$ cat src/rtl/wb_write_queue.sv
// In-order write-back queue feeding the register file write port, with a pending-write lookup.
// Define WBQ_FORWARD_EN to build the forwarding data mux; otherwise fwd_data1/2 are tied to zero.
module wb_write_queue #(
  parameter int DEPTH = 4,
  parameter int DW    = 16,
  parameter int AW    = 4,
  localparam int PW   = $clog2(DEPTH),
  localparam int CW   = PW + 1
) (
  input  logic          clk,
  input  logic          rst_n,
  input  logic          mem_valid,
  input  logic [AW-1:0] mem_reg,
  input  logic [DW-1:0] mem_data,
  input  logic          alu_valid,
  input  logic [AW-1:0] alu_reg,
  input  logic [DW-1:0] alu_data,
  output logic          in_ready,
  input  logic          hold,
  output logic [AW-1:0] DstReg,
  output logic          WriteReg,
  output logic [DW-1:0] DstData,
  input  logic [AW-1:0] SrcReg1,
  input  logic [AW-1:0] SrcReg2,
  output logic          pend_hit1,
  output logic          pend_hit2,
  output logic [DW-1:0] fwd_data1,
  output logic [DW-1:0] fwd_data2,
  output logic [CW-1:0] count
);

  logic [AW-1:0] reg_q   [DEPTH];
  logic [AW-1:0] reg_d   [DEPTH];
  logic [DW-1:0] data_q  [DEPTH];
  logic [DW-1:0] data_d  [DEPTH];
  logic [DEPTH-1:0] valid_q, valid_d;
  logic [PW-1:0] head_q, head_d, tail_q, tail_d, alu_slot, scan_idx;
  logic [CW-1:0] count_q, count_d;
  logic          mem_acc, alu_acc, drain;
  logic [1:0]    n_acc;

  assign in_ready = (count_q <= CW'(DEPTH - 2));
  assign mem_acc  = mem_valid && in_ready && (mem_reg != '0);
  assign alu_acc  = alu_valid && in_ready && (alu_reg != '0);
  assign n_acc    = {1'b0, mem_acc} + {1'b0, alu_acc};
  assign drain    = (count_q != '0) && !hold;
  assign alu_slot = tail_q + PW'(mem_acc);

  assign WriteReg = drain;
  assign DstReg   = drain ? reg_q[head_q] : '0;
  assign DstData  = drain ? data_q[head_q] : '0;
  assign count    = count_q;

  // The mem result is the older instruction, so it takes the tail slot ahead of the ALU result.
  always_comb begin
    reg_d   = reg_q;
    data_d  = data_q;
    valid_d = valid_q;
    if (drain) valid_d[head_q] = 1'b0;
    if (mem_acc) begin
      reg_d[tail_q]   = mem_reg;
      data_d[tail_q]  = mem_data;
      valid_d[tail_q] = 1'b1;
    end
    if (alu_acc) begin
      reg_d[alu_slot]   = alu_reg;
      data_d[alu_slot]  = alu_data;
      valid_d[alu_slot] = 1'b1;
    end
    head_d  = head_q + PW'(drain);
    tail_d  = tail_q + PW'(n_acc);
    count_d = count_q + CW'(n_acc) - CW'(drain);
  end

  // Scanning oldest to youngest lets the last match win, giving the youngest pending data.
  always_comb begin
    pend_hit1 = 1'b0;
    pend_hit2 = 1'b0;
    fwd_data1 = '0;
    fwd_data2 = '0;
    scan_idx  = '0;
    for (int i = 0; i < DEPTH; i++) begin
      scan_idx = head_q + PW'(i);
      if (valid_q[scan_idx] && (SrcReg1 != '0) && (reg_q[scan_idx] == SrcReg1)) begin
        pend_hit1 = 1'b1;
`ifdef WBQ_FORWARD_EN
        fwd_data1 = data_q[scan_idx];
`endif
      end
      if (valid_q[scan_idx] && (SrcReg2 != '0) && (reg_q[scan_idx] == SrcReg2)) begin
        pend_hit2 = 1'b1;
`ifdef WBQ_FORWARD_EN
        fwd_data2 = data_q[scan_idx];
`endif
      end
    end
  end

  always_ff @(posedge clk or negedge rst_n) begin
    if (!rst_n) begin
      head_q  <= '0;
      tail_q  <= '0;
      count_q <= '0;
      valid_q <= '0;
      for (int i = 0; i < DEPTH; i++) begin
        reg_q[i]  <= '0;
        data_q[i] <= '0;
      end
    end else begin
      head_q  <= head_d;
      tail_q  <= tail_d;
      count_q <= count_d;
      valid_q <= valid_d;
      reg_q   <= reg_d;
      data_q  <= data_d;
    end
  end

  occupancy_in_range: assert property (@(posedge clk) disable iff (!rst_n)
    ((int'(count_q) + int'(n_acc) - int'(drain)) >= 0) &&
    ((int'(count_q) + int'(n_acc) - int'(drain)) <= DEPTH));

endmodule

$ cat config.mk
export PLATFORM = sky130hd
export DESIGN_NAME = wb_write_queue
export DESIGN_NICKNAME = d
export VERILOG_FILES = /design/src/rtl/wb_write_queue.sv
export SDC_FILE = /design/constraint.sdc
export NUM_CORES = 1
export LEC_CHECK = 0
export ABC_AREA = 1
export BUFFER_PORTS_ARGS = -buffer_cell sky130_fd_sc_hd__buf_2
export CAP_MARGIN = 40
export CORE_UTILIZATION = 57
export DETAILED_ROUTE_END_ITERATION = 12
export PLACE_DENSITY = 0.9
export SYNTH_ARGS = -nofsm -noshare
export SYNTH_HDL_FRONTEND = slang
export SYNTH_SLANG_ARGS = --single-unit
$ cat constraint.sdc
create_clock -name clk -period 3.8 [get_ports clk]
set_clock_uncertainty 0.1 [all_clocks]
set_input_delay 0.57 -clock clk [delete_from_list [all_inputs] [get_ports clk]]
set_output_delay 0.57 -clock clk [all_outputs]
set_load 0.005 [all_outputs]
=== Yosys cells after proc, flatten, opt, wreduce, memory -nomap -nowiden ===
Cells that the tools add are included.

* Register bits after elaboration: 91
* Word-level logic and storage cells: 147

* Add/subtract/negate cells: 9
* Order comparisons: 18
* Eq/ne operators: 8
* Mux-type cells: 58
* Bitwise operators: 10
* Reduce and logical (&&, ||, !) cells: 32

{| class="wikitable"
|+ Operator list
! cell !! count
|-
| 64-bit bitwise mux || 2
|-
| 64-bit two-way mux || 2
|-
| 16-bit two-way mux || 7
|-
| 16-bit demux with 2-bit select || 2
|-
| 4-bit two-way mux || 14
|-
| 16-bit binary-select mux with 2-bit select || 1
|-
| 4-bit binary-select mux with 2-bit select || 4
|-
| 16-bit bitwise mux || 2
|-
| 4-bit == test || 8
|-
| 1-bit logical AND || 26
|-
| 3-bit greater-or-equal comparator, second input constant || 6
|-
| 2-bit by 3-bit less-than comparator with 1-bit output, second input constant || 6
|-
| 2-bit NOT with 3-bit output || 6
|-
| 4-bit demux with 2-bit select || 2
|-
| 4-bit nonzero test || 4
|-
| 1-bit two-way mux || 15
|-
| 1-bit binary-select mux with 2-bit select || 4
|-
| 4-bit bitwise OR || 2
|-
| 1-bit demux with 2-bit select || 3
|-
| 2-bit by 1-bit greater-or-equal comparator with 1-bit output, second input constant || 3
|-
| 3-bit by 1-bit less-than comparator with 1-bit output, second input constant || 2
|-
| 2-bit by 1-bit adder with 2-bit output || 2
|-
| 2-bit adder, second input constant || 2
|-
| 4-bit AND || 1
|-
| other kinds (9) || 9
|}

=== Logic depth before layout (Yosys ltp) ===
* Word-level depth: 11
* Gate-level depth with buffers: 16
* Mapped depth without buffers: 12

=== Worst setup path after synthesis ===
No wires, ideal clock.

* Path kind: register to output
* Start point: register head_q[1]
* End point: output port pend_hit2
* Data arrival time: 2,383 ps
* Required time: 3,130 ps
* Setup slack: 747 ps
* Cell stages (with the launch flop): 15
* Path buffers: 3
* Path through: dfrtp_1 clkinv_1 clkbuf_1 clkbuf_1 ha_1 inv_1 clkbuf_1 nand3_1 nand3_1 nand2_1 nor2_1 nand3_1 nand2_1 inv_1 nand2_1

* Word-level cells in the longest chain between the ends: 10
* Elaborated cells between the ends (all ways): 43

{| class="wikitable"
|+ RTL lines
! element !! RTL line !! text
|-
| start: declaration || 37 || <nowiki>logic [PW-1:0] head_q, head_d, tail_q, tail_d, alu_slot, scan_idx;</nowiki>
|-
| start signal: assignment || 101 || <nowiki>head_q <= '0;</nowiki>
|-
| start signal: assignment || 110 || <nowiki>head_q <= head_d;</nowiki>
|-
| 2-bit by 1-bit adder with 2-bit output / 2-bit NOT with 3-bit output (equally long branches) || 83, 90 ||
|-
| 2-bit NOT with 3-bit output (implied by the code) / 4-bit binary-select mux with 2-bit select (equally long branches) || 90 || <nowiki>if (valid_q[scan_idx] && (SrcReg2 != '0) && (reg_q[scan_idx] == SrcReg2)) begin</nowiki>
|-
| 4-bit binary-select mux with 2-bit select / 4-bit two-way mux (equally long branches) || 90 ||
|-
| 4-bit two-way mux (implied by the code) || 90 ||
|-
| 4-bit two-way mux (implied by the code) / 4-bit == test (equally long branches) || 90 ||
|-
| 4-bit == test / 1-bit logical AND (equally long branches) || 90 ||
|-
| 1-bit logical AND / 1-bit two-way mux (equally long branches) || 90 ||
|-
| 1-bit two-way mux (2 in a row) || 90 ||
|-
| 1-bit two-way mux * || 90 ||
|-
| end: declaration || 26 || <nowiki>output logic pend_hit2,</nowiki>
|}

Every way passes the cells marked *; elsewhere a longest branch is shown, timed or not. The select of a mux whose other input is x is not followed.

=== Worst setup path after layout ===
* Start point: register head_q[1]
* End point: output port pend_hit1

* Word-level cells in the longest chain between the ends: 10
* Elaborated cells between the ends (all ways): 43

{| class="wikitable"
|+ RTL lines
! element !! RTL line !! text
|-
| 2-bit by 1-bit adder with 2-bit output / 2-bit NOT with 3-bit output (equally long branches) || 83, 84 ||
|-
| 2-bit NOT with 3-bit output (implied by the code) / 4-bit binary-select mux with 2-bit select (equally long branches) || 84 || <nowiki>if (valid_q[scan_idx] && (SrcReg1 != '0) && (reg_q[scan_idx] == SrcReg1)) begin</nowiki>
|-
| 4-bit binary-select mux with 2-bit select / 4-bit two-way mux (equally long branches) || 84 ||
|-
| 4-bit two-way mux (implied by the code) || 84 ||
|-
| 4-bit two-way mux (implied by the code) / 4-bit == test (equally long branches) || 84 ||
|-
| 4-bit == test / 1-bit logical AND (equally long branches) || 84 ||
|-
| 1-bit logical AND / 1-bit two-way mux (equally long branches) || 84 ||
|-
| 1-bit two-way mux (2 in a row) || 84 ||
|-
| 1-bit two-way mux * || 84 ||
|-
| end: declaration || 25 || <nowiki>output logic pend_hit1,</nowiki>
|}

Marked as above.

==> qor.txt <==
Max-slew violations -> 0
Gr usage total -> 32.7%
Mapped cell area -> 6510 um2
Worst path most repeated cell -> nand2_1
Die ar. -> 11900 um2
Avg Cell Area, Syn -> 6.61 um2
Number of distinct library cells after synthesis -> 32
Max-Slew Margin vs Limit -> 39.3%
Final min period -> 3.19 ns
Fmax -> 0.314 GHz
Die Wd -> 109 um
Area of placed instances -> 6820 um2
Via density -> 5.88
Port Buffers -> 79
Syn Inst Count -> 986
Area Overhead vs Synth -> 9.10%
Top cell type by total area after synthesis -> dfrtp_1
Critical path capture point type -> output pin
Final setup TNS -> 0 ns
Routed Antenna Nets -> 0
Clk_lat worst skew -> 0.34 ns
Flop pwr share -> 27.6%
Clock power frac -> 13.5%
PD cells -> 924 nW/um2
Clk pin slew, worst setup/hold paths -> 0.07 ns
RSZ-0062 raised after global routing -> no
Design area -> 7110 um2
Worst Hold Class -> in2async
Status -> finished, final reports clean
CTS tree -> yes
Die Span Y -> 109 um
Vias in the first global route -> 6229
Pin count of the biggest net entering global routing -> 82
Yosys warns -> 0
Final Hold Viols -> 0
HPWL after DPL -> 12700 um
Final cycle utilization of the critical path -> 83.9%
Seq/Total Area, Yosys -> 35.0%
Worst path required time -> 3.13 ns
Comb pwr share -> 58.9%
CP Cell Sequence -> clkinv_1, ha_1, inv_1, nand3_1, nand2_1, nand2_1, nand2_1, nor2_1, nand3_1, nand2_1, inv_1, nand2_1, buf_2
Crit path max-delay family -> simple AND/OR/NAND/NOR gates
Int Power -> 3350 uW
TritonCTS Buffers -> 9
Grt total ovfl -> 0
Final worst slack -> 0.610 ns
GPL Wtd Cong -> 0.977
Via Count -> 6959
Initial antenna violation count -> 0
Core ar. -> 11000 um2
CP max FO -> 12
Crit path DAT -> 2.52 ns
Max-Cap Viols -> 0
CP Launch Type -> flop
Switching power -> 3210 uW
Wire per inst -> 16.0 um
Max clock buf depth -> 2
Buf+Inv Stages, Crit Path -> 4
N_diodes -> 0
Total Routed Length -> 18900 um
Peak supply drop -> 427 uV
# IOs -> 112
Critical Path Max Stage Delay -> 0.53 ns
Share of the synthesized area in the top cell type -> 35.0%
Pleak -> 0.00384 uW
Critical-path top delay cell -> ha_1
Share of cells above drive strength 1 -> 12.3%
Number of setup violations in the final report -> 0
Num rows -> 38
DRT Pass-1 Iters -> 6
Root Buffer -> clkbuf_16
CTS H-Tree Depth -> 3
DR DRC count -> 0
Hold-fix buffers, CTS -> 0
Total setup buffers inserted after CTS -> 0
Iteration-0 DRC Markers -> 810
Initial Util -> 59.3%
Layout net count -> 1105
Pre-CTS setup slack -> 0.641 ns
Critical path type -> reg2out
First-pass GRT wire length -> 30100 um
Post_cts resized -> 0
Seq cells post-synth -> 91
Synth top area cells -> dfrtp_1 (35%), nand2_1 (17%), nand3_1 (7.2%)
Net Sw Frac -> 48.9%
Slew @ Worst Pin -> 0.910 ns
CTS Sinks -> 91
==> routing by layer <==
metal  wire length (um)  vias up  track usage (%)
li1                   -     3234                -
met1               7360     3191             42.4
met2               9090      470             52.9
met3               1800       64             4.12
met4                663        0             17.9
met5                  0        -                0
==> power by group through the flow <==
stage | combinational (uW) | clock (uW) | sequential [uW]
2_1_floorplan | 2920 | 0 | 1700
3_3_place_gp | 3640 | 0 | 1790
3_5_place_dp | 3750 | 0 | 1800
4_1_cts | 3800 | 889 | 1790
5_1_grt | 4380 | 929 | 1850
6_report | 3870 | 889 | 1810
==> cell usage in the layout, fill, tap and decap left out, types with 2 or more instances in the layout <==
| cell type | n |
|---|---|
| inv_6 | 2 |
| a31oi_1 | 7 |
| inv_1 | 97 |
| nor2_2 | 3 |
| clkinv_1 | 2 |
| xnor2_1 | 4 |
| nor3_1 | 2 |
| nand3_1 | 94 |
| clkinv_2 | 2 |
| conb_1 | 32 |
| dfrtp_1 | 91 |
| o21ai_1 | 56 |
| buf_4 | 14 |
| nand4_1 | 10 |
| inv_2 | 9 |
| ha_1 | 11 |
| clkbuf_16 | 9 |
| a21oi_1 | 62 |
| nand3_2 | 4 |
| buf_2 | 78 |
| nor2_1 | 80 |
| nand2_1 | 295 |
| o21ai_0 | 45 |
| xor2_1 | 3 |
| o211ai_1 | 23 |
==> state kept, by name, indices dropped and copies added, names as in the netlist <==
register  flops
count         3
reg_q        16
tail_q        2
valid_q       4
head_q        2
data_q       64
==> layout make-up <==
cell class | instances | area (um2)
clock buffer | 9 | 225
sequential | 91 | 2280
multi-input combinational | 738 | 3460
fill | 972 | 3880
inverter | 108 | 405
tap | 140 | 175
clock inverter | 6 | 65.1
timing repair buffer | 92 | 495
==> stage by stage <==
| step | power, uW | utilization (%) | hold WS, ns | instances |
|---|---|---|---|---|
| finish | 6570 | 64.7 | 0.103 | 1184 |
| global route | 7160 | 64.7 | 0.145 | 1184 |
| detailed placement | 5550 | 62.1 | 0.423 | 1169 |
| global placement | 5430 | 62.1 | 0.417 | 1169 |
| floorplan | 4630 | - | 0.174 | 1017 |
| CTS | 6480 | 64.7 | 0.115 | 1184 |
==> cell usage after synthesis, drive strengths merged <==
library cell and number:
clkinv 2, ha 11, dfrtp 91, o21ai 101
o22ai 1, fa 1, clkbuf 11, nand4 10
xnor2 4, a21oi 63, buf 69, nor2 83
a31oi 7, nand2 295, inv 106, conb 1
o211ai 23, xor2 4, nor3 4, nand3 99
==> final timing paths <==
| path | from | endpoint | slack, ns | cells past startpoint |
|---|---|---|---|---|
| max in group asynchronous | rst_n | data_q[21]$_DFF_PN0_ | 2.71 | 2 |
| min in group clk | alu_data[14] | data_q[62]$_DFF_PN0_ | 0.37 | 3 |
| hold / removal | rst_n | data_q[51]$_DFF_PN0_ | 0.10 | 1 |
| setup / recovery | head_q[1]$_DFF_PN0_ | pend_hit1 | 0.61 | 13 |
| hold reg to reg | data_q[41]$_DFF_PN0_ | data_q[41]$_DFF_PN0_ | 0.44 | 2 |
| setup reg to reg | count[1]$_DFF_PN0_ | data_q[5]$_DFF_PN0_ | 0.75 | 9 |
==> kinds of logic after synthesis <==
group	after synthesis	synth area share, %
xor+xnor	8	1.19
flops	91	35.0
other cells	1	0.0576
fa+ha+maj	12	2.42
buf+inv	188	13.7
compound gates	195	16.2
simple gates	491	31.5
==> worst reg2reg max path: cells and delay by family (launching register included) <==
kind	cells	cell delay (ns)
simple gates	2	0.73
buf+inv	2	0.60
flops	1	0.45
xor+xnor	1	0.41
compound gates	3	0.40
fa+ha+maj	1	0.23
(Power assumes the default switching activity.)
